[src/rtl/alu_uart_if.sv]
// UART framing front-end for a combinational ALU: collects the bytes A, B, Op,
// runs one EXEC cycle, then returns the Result byte followed by a status byte.
module alu_uart_if #(
  parameter int DATA_WIDTH     = 8,
  parameter int OP_WIDTH       = 6,
  parameter int TIMEOUT_CYCLES = 100000
) (
  input  logic                  clk,
  input  logic                  reset,
  input  logic [7:0]            rx_data,
  input  logic                  rx_valid,
  output logic [7:0]            tx_data,
  output logic                  tx_start,
  input  logic                  tx_done,
  output logic [DATA_WIDTH-1:0] A,
  output logic [DATA_WIDTH-1:0] B,
  output logic [OP_WIDTH-1:0]   Op,
  input  logic [DATA_WIDTH-1:0] Result,
  input  logic                  Overflow,
  input  logic                  Zero,
  output logic                  busy,
  output logic                  timeout
);

  localparam int CNT_W = (TIMEOUT_CYCLES > 2) ? $clog2(TIMEOUT_CYCLES) : 1;
  localparam logic [CNT_W-1:0] CNT_LAST = CNT_W'(TIMEOUT_CYCLES - 1);

  typedef enum logic [2:0] {
    WAIT_A, WAIT_B, WAIT_OP, EXEC, SEND_RES, WAIT_RES, SEND_STAT, WAIT_STAT
  } state_e;

  state_e                state_q, state_d;
  logic [DATA_WIDTH-1:0] a_q, a_d, b_q, b_d;
  logic [OP_WIDTH-1:0]   op_q, op_d;
  logic [CNT_W-1:0]      cnt_q, cnt_d;
  logic [7:0]            tx_data_q, tx_data_d;
  logic                  tx_start_q, tx_start_d;
  logic [1:0]            flags_q, flags_d;
  logic                  busy_q, busy_d;
  logic                  timeout_q, timeout_d;

  always_ff @(posedge clk) begin
    if (reset) begin
      state_q    <= WAIT_A;
      a_q        <= '0;
      b_q        <= '0;
      op_q       <= '0;
      cnt_q      <= '0;
      tx_data_q  <= '0;
      tx_start_q <= 1'b0;
      flags_q    <= '0;
      busy_q     <= 1'b0;
      timeout_q  <= 1'b0;
    end else begin
      state_q    <= state_d;
      a_q        <= a_d;
      b_q        <= b_d;
      op_q       <= op_d;
      cnt_q      <= cnt_d;
      tx_data_q  <= tx_data_d;
      tx_start_q <= tx_start_d;
      flags_q    <= flags_d;
      busy_q     <= busy_d;
      timeout_q  <= timeout_d;
    end
  end

  always_comb begin
    state_d    = state_q;
    a_d        = a_q;
    b_d        = b_q;
    op_d       = op_q;
    cnt_d      = cnt_q;
    tx_data_d  = tx_data_q;
    tx_start_d = 1'b0;
    flags_d    = flags_q;
    timeout_d  = 1'b0;
    case (state_q)
      WAIT_A: begin
        cnt_d = '0;
        if (rx_valid) begin
          a_d     = rx_data;
          state_d = WAIT_B;
        end
      end
      WAIT_B, WAIT_OP: begin
        // A byte arriving on the last allowed cycle still counts.
        if (rx_valid) begin
          cnt_d = '0;
          if (state_q == WAIT_B) begin
            b_d     = rx_data;
            state_d = WAIT_OP;
          end else begin
            op_d    = rx_data[OP_WIDTH-1:0];
            state_d = EXEC;
          end
        end else if (cnt_q == CNT_LAST) begin
          cnt_d     = '0;
          timeout_d = 1'b1;
          state_d   = WAIT_A;
        end else begin
          cnt_d = cnt_q + 1'b1;
        end
      end
      EXEC: begin
        // tx_data doubles as the captured Result until the status byte replaces it.
        tx_data_d  = Result;
        flags_d    = {Overflow, Zero};
        tx_start_d = 1'b1;
        state_d    = SEND_RES;
      end
      SEND_RES: state_d = WAIT_RES;
      WAIT_RES: begin
        if (tx_done) begin
          tx_data_d  = {6'b0, flags_q};
          tx_start_d = 1'b1;
          state_d    = SEND_STAT;
        end
      end
      SEND_STAT: state_d = WAIT_STAT;
      WAIT_STAT: begin
        if (tx_done) state_d = WAIT_A;
      end
      default: state_d = WAIT_A;
    endcase
    busy_d = (state_d == EXEC) || (state_d == SEND_RES) || (state_d == WAIT_RES) ||
             (state_d == SEND_STAT) || (state_d == WAIT_STAT);
  end

  assign A        = a_q;
  assign B        = b_q;
  assign Op       = op_q;
  assign tx_data  = tx_data_q;
  assign tx_start = tx_start_q;
  assign busy     = busy_q;
  assign timeout  = timeout_q;

endmodule

[config.mk]
export PLATFORM = sky130hd
export DESIGN_NAME = alu_uart_if
export DESIGN_NICKNAME = d
export VERILOG_FILES = /design/src/rtl/alu_uart_if.sv
export SDC_FILE = /design/constraint.sdc
export NUM_CORES = 1
export LEC_CHECK = 0
export ABC_CLOCK_PERIOD_IN_PS = 2600
export CAP_MARGIN = 10
export CORE_ASPECT_RATIO = 1.4
export CORE_MARGIN = 2
export CORE_UTILIZATION = 54
export CTS_BUF_LIST = sky130_fd_sc_hd__clkbuf_4 sky130_fd_sc_hd__clkbuf_8
export DETAILED_ROUTE_END_ITERATION = 7
export GPL_ROUTABILITY_DRIVEN = 0
export PLACE_DENSITY = 0.91
export SETUP_SLACK_MARGIN = 0.1
export SLEW_MARGIN = 25
export SYNTH_ARGS = -nofsm -noshare
export SYNTH_HDL_FRONTEND = slang
export SYNTH_SLANG_ARGS = --single-unit
export TNS_END_PERCENT = 10
[constraint.sdc]
create_clock -name clk -period 2.6 [get_ports clk]
set_input_delay 0.39 -clock clk [delete_from_list [all_inputs] [get_ports clk]]
set_output_delay 0.39 -clock clk [all_outputs]
set_load 0.05 [all_outputs]
==> results.json <==
{
  "coreArea_sq_um": 3950,
  "status": "finished clean",
  "cts_tree": "yes",
  "start_util_pct": 56.5,
  "h-tree-depth": 2,
  "cp-start-kind": "register",
  "place.port_buffers": 54,
  "synth.distinct_cells": 37,
  "cts_hold_buf": 0,
  "vias_per_cell": 5.45,
  "synth_top_cell_area_share_pct": 49.3,
  "synth_ff_type": "dfxtp_1",
  "syn_area_per_cell_sq_um": 9.08,
  "cp_max_fo": 12,
  "wl_microns": 4960,
  "worst_slew_pin_slew_ps": 560,
  "cts_sinks": 55,
  "synth.top_cells.by_count": "dfxtp_1, nor2_1, nand2_1",
  "first_iter_violations": 75,
  "rows": 27,
  "setup_violations": 0,
  "met1_length_microns": 1970,
  "synth_area_sq_um": 2230,
  "grt_use_total_pct": 23.0,
  "grt_pass1_vias": 1861,
  "critPathKind": "register to register",
  "reg2reg_slack_ps": 530,
  "power_density_nw_per_um2": 609,
  "pwr-share-seq_pct": 50.5,
  "wl_met3_microns": 322,
  "cts_setup_buffers": 0,
  "fillers": 287,
  "placed_cell_area_sq_um": 2820,
  "boundaryPins": 55,
  "synth_edf_count": 0,
  "p_int_mw": 1.31,
  "dpl_worst_slack_ps": 410,
  "maxSlewHeadroom_pct": 62.4,
  "drt_pass1_iterations": 4,
  "design_area_sq_um": 2930,
  "insertedDiodeCount": 0,
  "slew_viol_final": 0,
  "drc_errors": 0,
  "hpwlAfterDp_microns": 3550,
  "wl_per_cell_microns": 14.3,
  "required_ps": 2790,
  "ys_seq_area_share_pct": 49.3,
  "synth.largest_area_cell": "dfxtp_1",
  "fin_nets": 325,
  "grt_pass1_wl_microns": 8320,
  "clk_pin_slew_ps": 100,
  "met2RoutedLength_microns": 2580,
  "finalSetupTns_ps": 0,
  "clock_latency_ps": 310,
  "clk_path_buf_depth": 2,
  "syn_to_final_growth_pct": 31.4,
  "worstHoldPathType": "register to register",
  "power_switching_mw": 0.479,
  "antenna_found_initial": 0,
  "yosys-top-cells-area": "dfxtp_1, mux2i_1, nor2_1",
  "placedCellCount": 338,
  "p_sw_share_pct": 26.8,
  "syn-num-nets": 269,
  "ys_ff_latch": 55,
  "setup_ws_ps": 526,
  "rsz0062_at_grt": "false",
  "ys_async_sr_fraction_pct": 0,
  "overflow": 0,
  "finalHoldViolCount": 0,
  "register_area_sq_um": 1100,
  "grt_max_degree": 29,
  "fmax_mhz": 482,
  "drive_above_1_share_pct": 6.60,
  "fp.dieH_microns": 80.1,
  "cp.arrival_ps": 2260,
  "multiInputGateArea_sq_um": 1080,
  "antenna_left": 0,
  "num_vias": 1884,
  "yosysMostFrequentCell": "dfxtp_1",
  "cts_buffers": 5,
  "cts_resized": 0,
  "post-route-period-util_pct": 79.8,
  "power.share.clock_pct": 32.2,
  "final_cells": 346,
  "period_needed_ps": 2070,
  "ir_worst_vdd_uv": 597,
  "die_w_microns": 58.4,
  "top_layer": "met4",
  "endpoint_kind": "register",
  "syn_inst": 246,
  "synth_warnings": 0,
  "drv_cap": 0,
  "p_leak_nw": 1.06,
  "p_comb_share_pct": 17.3,
  "clock-root-buffer": "clkbuf_8",
  "skew_ps": 9.16,
  "die_area_sq_um": 4670
}
power groups by stage:
stage	Sequential [mW]	Clock, mW	Combinational [mW]
after floorplan	0.998	0	0.118
after global placement	0.920	0	0.302
after detailed placement	0.920	0	0.307
after CTS	0.901	0.591	0.311
after global routing	0.906	0.627	0.329
final	0.902	0.576	0.309
layout make-up:
class,count,share of cell area (%)
clock buffers,6,2.81
clock inverters,2,1.19
inverters,4,0.512
multi-input cells,178,36.7
flip-flops and latches,55,37.5
well taps,43,1.83
repair buffers,58,19.4
sequential cells by signal, summed over array words and instances, names as in the netlist:
register / cells
A: 8
B: 8
Op: 6
busy: 1
cnt_q: 17
flags_q: 2
state_q: 3
timeout: 1
tx_data: 8
tx_start: 1
metrics by stage:
stage / hold WS (ps) / power, mW / utilization [%]
after floorplan: 457 / 1.12 / -
after global placement: 440 / 1.22 / 71.3
after detailed placement: 451 / 1.23 / 71.3
after CTS: 460 / 1.80 / 74.2
after global routing: 481 / 1.86 / 74.2
final: 456 / 1.79 / 74.2
cells by family (layout without fill, tap and decap cells):
family	count (synthesis)	after routing	synth area share, %
compound gates	30	30	8.52
xor+xnor	15	15	5.88
fa+ha+maj	1	1	0.560
buf+inv	13	70	2.52
flops	55	55	49.3
mux	20	20	9.02
simple gates	112	112	24.2
final timing paths:
check / start / end / cells past startpoint
setup / recovery: cnt_q[0] / cnt_q[7] / 6
hold / removal: A[0] / A[0] / 2
setup reg to reg: cnt_q[0] / cnt_q[7] / 6
hold reg to reg: A[0] / A[0] / 2
critical path, cell delays in order, from the launching register on:
cell     delay, ps
dfxtp_1        400
ha_1           210
or4bb_1        460
nor4_4         370
nor2_2         160
nor2_4         270
nor2_1          90
per-layer routing:
metal,global-route usage (%),up-vias
li1,-,949
met1,24.8,880
met2,40.7,45
met3,7.73,10
met4,8.60,0
met5,0,-
cell usage in the layout, fill, tap and decap left out, types with 4 or more instances in the layout:
| master | instances |
|---|---|
| a22oi_1 | 6 |
| buf_4 | 4 |
| a21oi_1 | 11 |
| clkbuf_8 | 6 |
| nor3_1 | 5 |
| nand2_1 | 28 |
| nand4_1 | 7 |
| nand3_1 | 6 |
| o21ai_0 | 4 |
| dfxtp_1 | 55 |
| xor2_1 | 9 |
| mux2i_1 | 19 |
| xnor2_1 | 6 |
| nor2_1 | 47 |
| inv_1 | 4 |
| clkdlybuf4s50_1 | 54 |
(Power assumes the default switching activity.)
